File: src/rtl/cond_pkg.sv
// ----------------------------------------------------------------------------
// cond_pkg
//   Shared types and constants for the EX-stage conditional branch unit.
//   - br_type_t : branch kind carried by the EX op
//   - cond_t    : 4-bit B.cond condition codes, EQ..NV
//   - state_t   : two-state resolve FSM encoding
//   - *_IDX     : bit positions inside the {N,Z,C,V} flag vector
// ----------------------------------------------------------------------------
package cond_pkg;

    typedef enum logic [1:0] {
        BR_NONE  = 2'd0,
        BR_BCOND = 2'd1,
        BR_CBZ   = 2'd2,
        BR_CBNZ  = 2'd3
    } br_type_t;

    typedef enum logic [3:0] {
        COND_EQ = 4'd0,
        COND_NE = 4'd1,
        COND_HS = 4'd2,
        COND_LO = 4'd3,
        COND_MI = 4'd4,
        COND_PL = 4'd5,
        COND_VS = 4'd6,
        COND_VC = 4'd7,
        COND_HI = 4'd8,
        COND_LS = 4'd9,
        COND_GE = 4'd10,
        COND_LT = 4'd11,
        COND_GT = 4'd12,
        COND_LE = 4'd13,
        COND_AL = 4'd14,
        COND_NV = 4'd15
    } cond_t;

    typedef enum logic {
        ST_IDLE    = 1'b0,
        ST_RESOLVE = 1'b1
    } state_t;

    localparam int N_IDX = 3;
    localparam int Z_IDX = 2;
    localparam int C_IDX = 1;
    localparam int V_IDX = 0;

endpackage

File: src/rtl/cond_eval.sv
// ----------------------------------------------------------------------------
// cond_eval
//   Purely combinational B.cond evaluator.
//   Ports:
//     cond  [3:0] in  : condition code (cond_t encoding)
//     flags [3:0] in  : effective flags {N,Z,C,V}
//     taken       out : condition holds for the given flags
// ----------------------------------------------------------------------------
module cond_eval
    import cond_pkg::*;
(
    input  logic [3:0] cond,
    input  logic [3:0] flags,
    output logic       taken
);

    logic n;
    logic z;
    logic c;
    logic v;

    assign n = flags[N_IDX];
    assign z = flags[Z_IDX];
    assign c = flags[C_IDX];
    assign v = flags[V_IDX];

    always_comb begin
        taken = 1'b0;
        case (cond_t'(cond))
            COND_EQ: taken = z;
            COND_NE: taken = !z;
            COND_HS: taken = c;
            COND_LO: taken = !c;
            COND_MI: taken = n;
            COND_PL: taken = !n;
            COND_VS: taken = v;
            COND_VC: taken = !v;
            COND_HI: taken = c & !z;
            COND_LS: taken = !c | z;
            COND_GE: taken = (n == v);
            COND_LT: taken = (n != v);
            COND_GT: taken = !z & (n == v);
            COND_LE: taken = z | (n != v);
            // AL and NV both mean "always" in this ISA.
            COND_AL: taken = 1'b1;
            COND_NV: taken = 1'b1;
            default: taken = 1'b0;
        endcase
    end

endmodule

File: src/rtl/cond_branch_unit.sv
// ----------------------------------------------------------------------------
// cond_branch_unit
//   EX-stage NZCV flag register plus B.cond / CBZ / CBNZ resolver. The
//   decision is registered and shown to fetch/PC-select one cycle after the
//   branch is accepted.
//
//   Handshake: an EX op is consumed ("accepted") in a cycle where
//   op_valid=1, stall=0 and flush=0. stall acts as a not-ready back-pressure
//   from the pipeline; flush kills the op regardless of stall. Only accepted
//   ops may write flags or start a decision. br_resolved is a one-cycle
//   valid pulse with no ready: downstream must take it in that cycle.
//
//   Ports:
//     clk, reset (active-low async)
//     alu_zero/alu_neg/alu_carry/alu_ovf : live ALU flags
//     set_flags   : op writes NZCV
//     op_valid    : EX slot holds a real instruction
//     br_type[1:0]: NONE/BCOND/CBZ/CBNZ
//     cond[3:0]   : B.cond code
//     reg_zero    : register operand is zero (CBZ/CBNZ)
//     stall/flush : pipeline control
//     nzcv[3:0]   : stored flags {N,Z,C,V}
//     br_resolved : decision presented this cycle
//     br_taken    : decision value, valid with br_resolved
// ----------------------------------------------------------------------------
module cond_branch_unit
    import cond_pkg::*;
#(
    parameter bit         FORWARD_EN = 1'b1,
    parameter logic [3:0] RESET_NZCV = 4'b0000
) (
    input  logic       clk,
    input  logic       reset,
    input  logic       alu_zero,
    input  logic       alu_neg,
    input  logic       alu_carry,
    input  logic       alu_ovf,
    input  logic       set_flags,
    input  logic       op_valid,
    input  logic [1:0] br_type,
    input  logic [3:0] cond,
    input  logic       reg_zero,
    input  logic       stall,
    input  logic       flush,
    output logic [3:0] nzcv,
    output logic       br_resolved,
    output logic       br_taken
);

    state_t     state;
    state_t     state_next;
    logic       taken_q;
    logic       taken_next;
    logic       accept;
    logic [3:0] live_flags;
    logic [3:0] eff_flags;
    logic       cond_taken;
    logic       branch_taken;

    assign accept     = op_valid & !stall & !flush;
    assign live_flags = {alu_neg, alu_zero, alu_carry, alu_ovf};

    // A B.cond paired with a flag write in the same slot sees the new flags
    // when forwarding is enabled; otherwise it reads the stored register.
    assign eff_flags = (FORWARD_EN && set_flags && op_valid) ? live_flags : nzcv;

    cond_eval u_cond_eval (
        .cond  (cond),
        .flags (eff_flags),
        .taken (cond_taken)
    );

    always_comb begin
        branch_taken = 1'b0;
        case (br_type_t'(br_type))
            BR_BCOND: branch_taken = cond_taken;
            BR_CBZ:   branch_taken = reg_zero;
            BR_CBNZ:  branch_taken = !reg_zero;
            default:  branch_taken = 1'b0;
        endcase
    end

    // Flag register: only accepted flag-setting ops write it.
    always_ff @(posedge clk or negedge reset) begin
        if (!reset) begin
            nzcv <= RESET_NZCV;
        end else if (accept && set_flags) begin
            nzcv <= live_flags;
        end
    end

    always_ff @(posedge clk or negedge reset) begin
        if (!reset) begin
            state   <= ST_IDLE;
            taken_q <= 1'b0;
        end else begin
            state   <= state_next;
            taken_q <= taken_next;
        end
    end

    // RESOLVE lasts exactly one cycle unless another branch is accepted in
    // that same cycle, so both states share the same transition rule.
    always_comb begin
        state_next = ST_IDLE;
        taken_next = 1'b0;
        case (state)
            ST_IDLE, ST_RESOLVE: begin
                if (accept && (br_type_t'(br_type) != BR_NONE)) begin
                    state_next = ST_RESOLVE;
                    taken_next = branch_taken;
                end
            end
            default: begin
                state_next = ST_IDLE;
                taken_next = 1'b0;
            end
        endcase
    end

    assign br_resolved = (state == ST_RESOLVE);
    assign br_taken    = (state == ST_RESOLVE) & taken_q;

endmodule

File: config.mk
export PLATFORM = sky130hd
export DESIGN_NAME = cond_branch_unit
export DESIGN_NICKNAME = d
export VERILOG_FILES = /design/src/rtl/cond_pkg.sv /design/src/rtl/cond_eval.sv /design/src/rtl/cond_branch_unit.sv
export SDC_FILE = /design/constraint.sdc
export NUM_CORES = 1
export LEC_CHECK = 0
export ABC_AREA = 1
export CAP_MARGIN = 25
export CORE_MARGIN = 2
export CORE_UTILIZATION = 25
export DETAILED_ROUTE_END_ITERATION = 10
export GPL_ROUTABILITY_DRIVEN = 0
export PLACE_DENSITY = 0.54
export SLEW_MARGIN = 20
export SYNTH_ARGS = -nofsm -noshare
export SYNTH_HDL_FRONTEND = slang
export SYNTH_SLANG_ARGS = --single-unit
File: constraint.sdc
create_clock -name clk -period 1.9 [get_ports clk]
set_input_delay 0.57 -clock clk [delete_from_list [all_inputs] [get_ports clk]]
set_output_delay 0.57 -clock clk [all_outputs]
set_load 0.02 [all_outputs]
==> impl_metrics.env <==
export IMPL_cap_violations=0
export IMPL_ys_types=19
export IMPL_cp_required_ps=2030
export IMPL_ys_seq_area_frac=0.2395
export IMPL_avgSynthCellArea_um2=6.086
export IMPL_synth_seq_cells=6
export IMPL_status="finished, final reports clean"
export IMPL_final_util=0.4141
export IMPL_io_pins=23
export IMPL_cts_tree="yes"
export IMPL_h_tree_depth=1
export IMPL_synthCells=103
export IMPL_grt_max_degree=10
export IMPL_synth_compound_area_share=0.07784
export IMPL_ant_nets=0
export IMPL_clk_latency_ps=240
export IMPL_hold_ws_ps=547.0
export IMPL_ctsRootBufferMaster="clkbuf_4"
export IMPL_clock_path_buffers=2
export IMPL_cp_arrival_ps=1990
export IMPL_clk_pin_slew_ps=40
export IMPL_final_setup_tns_ps=0
export IMPL_p_leak_nw=0.5356
export IMPL_p_per_area_nw_per_um2=564.2
export IMPL_grt_first_pass_wirelength_mm=2.842
export IMPL_fin_crit_sh=0.9754
export IMPL_startpoint_type="primary input"
export IMPL_rsz0062_at_grt="yes"
export IMPL_cts_buffers=3
export IMPL_synth_nets=120
export IMPL_cts_hold_buffers=0
export IMPL_synth_top_family_by_area="simple AND/OR/NAND/NOR gates"
export IMPL_hpwl_mm=1.381
export IMPL_worstMarginPinSlew_ps=263.3
export IMPL_synth_area_leaders="dfrtp_1 (24%), nand2_1 (17%), nand3_1 (14%), inv_1 (11%), nand2_2 (7.0%)"
export IMPL_io_buffers=22
export IMPL_end_kind="flip-flop"
export IMPL_n_antenna_cell=0
export IMPL_muxShareOfSynthArea=0.03593
export IMPL_relSlewSlack=0.8239
export IMPL_yosys_area_top_type="dfrtp_1"
export IMPL_dieArea_um2=2924
export IMPL_yosys_area_share_simple=0.4970
export IMPL_fp_dieH_um=54.08
export IMPL_route_detailed_wl_per_inst_um=10.34
export IMPL_hold_viol=0
export IMPL_grt_util_all_layers=0.1328
export IMPL_drc=0
export IMPL_drv_slew=0
export IMPL_grt_pass1_vias=727
export IMPL_area_growth_pct=60.68
export IMPL_antenna_found_initial=0
export IMPL_fin_ws_ps=46.78
export IMPL_mostFrequentLayoutCell="nand2_1"
export IMPL_num_rows=18
export IMPL_synth_top_area_frac=0.2395
export IMPL_fin_skew_ps=0.3498
export IMPL_cts_sinks=6
export IMPL_vias_per_cell=4.590
export IMPL_final_cell_mix="nand2_1 (25), clkdlybuf4s50_1 (20), inv_1 (18), nand3_1 (16), nand2_2 (10)"
export IMPL_critical_path_class="in2reg"
export IMPL_detail_route_first_pass_iterations=4
export IMPL_synth_xor_area_share=0
export IMPL_power_mw=0.5683
export IMPL_die_x_um=54.08
export IMPL_syn_area_um2=626.9
export IMPL_postRouteWirelength_mm=1.716
export IMPL_crit_fanout=8
export IMPL_synth_adder_area_share=0
export IMPL_drive_above_1_share=0.2574
export IMPL_ys_warn_count=0
export IMPL_setup_viol=0
export IMPL_timing_fmax_mhz=539.6
export IMPL_start_util=0.2577
export IMPL_core_area_um2=2432
export IMPL_fill_cells=251
export IMPL_nNetsFinal=155
export IMPL_hold_path_class="reg2reg"
export IMPL_grt_overflow=0
export IMPL_ir_worst_vdd_uv=347.9
export IMPL_post_place_ws_ps=-234.2
export IMPL_period_needed_ps=1853
export IMPL_vias=762
export IMPL_drt_iter0_markers=17
==> worst max-delay path: stages <==
cell	delay, ps
clkdlybuf4s50_1	480
buf_6	150
nand2_8	70
nand2_2	70
nand2_2	60
nand2_1	60
nand2_1	60
a21oi_2	110
nand2_1	60
nor2_1	80
nand3_1	80
nand2_1	80
a21oi_2	50
==> logic make-up after synthesis <==
group | after synthesis
mux | 2
flops | 6
buf+inv | 21
compound gates | 8
simple gates | 66
==> repair_timing <==
action                                  in CTS  in global routing
buffers inserted                             0                  1
endpoints found under the hold margin        0                  0
endpoints found under the setup margin       0                  2
resized for setup                            0                 13
==> through the flow <==
step,cells,cell area [um^2]
after floorplan,103,626.9
after global placement,161,922.1
after detailed placement,161,922.1
after CTS,164,944.7
after global routing,166,1007
final,166,1007
==> per-layer routing <==
| layer | vias to the layer above | part of all wire | GRT usage |
|---|---|---|---|
| met4 | 0 | 0.0070 | 0.02500 |
| met1 | 342 | 0.43 | 0.1567 |
| li1 | 389 | - | - |
| met3 | 2 | 0.073 | 0.04167 |
| met5 | - | 0 | 0 |
| met2 | 29 | 0.48 | 0.2358 |
==> cell type report <==
cell class	count	area [um^2]	share of cell area
repair buffers	32	305.3	0.3031
inverters	19	71.32	0.07081
flip-flops and latches	6	150.1	0.1491
well taps	30	37.54	0.03727
clock buffers	3	22.52	0.02236
multi-input cells	76	420.4	0.4174
==> synth_stat cells <==
| cell type | n |
|---|---|
| nand2_4 | 1 |
| a21boi_1 | 1 |
| nand3_1 | 18 |
| mux2_2 | 2 |
| dfrtp_1 | 6 |
| nor2_1 | 7 |
| buf_6 | 2 |
| a211oi_1 | 1 |
| nand3_2 | 1 |
| or2_2 | 1 |
| nand4_1 | 1 |
| inv_1 | 18 |
| a21oi_2 | 1 |
| o21ai_0 | 3 |
| and2_4 | 1 |
| a21oi_1 | 2 |
| nand2_2 | 7 |
| nand2_1 | 29 |
| inv_2 | 1 |
==> registers in the layout, summed over array words and instances (netlist names) <==
| register | flops |
|---|---|
| nzcv | 4 |
| taken_q | 1 |
| br_resolved | 1 |
==> worst paths after layout <==
kind	depth (start not counted)	start	slack [ps]	endpoint
hold reg to reg	1	nzcv[1]$_DFFE_PN0P_	550	nzcv[1]$_DFFE_PN0P_
min in group asynchronous	1	reset	560	br_resolved$_DFF_PN0_
max in group asynchronous	1	reset	1130	nzcv[3]$_DFFE_PN0P_
setup reg to reg	11	nzcv[3]$_DFFE_PN0P_	640	taken_q$_DFF_PN0_
setup / recovery	13	set_flags	50	taken_q$_DFF_PN0_
hold / removal	1	nzcv[1]$_DFFE_PN0P_	550	nzcv[1]$_DFFE_PN0P_
==> power breakdown <==
group | internal [mW] | switching [mW] | total, mW
sequential | 0.147 | 0.0207 | 0.168
clock | 0.0714 | 0.0449 | 0.116
combinational | 0.141 | 0.143 | 0.284
Power figures use the tool's default switching activity.
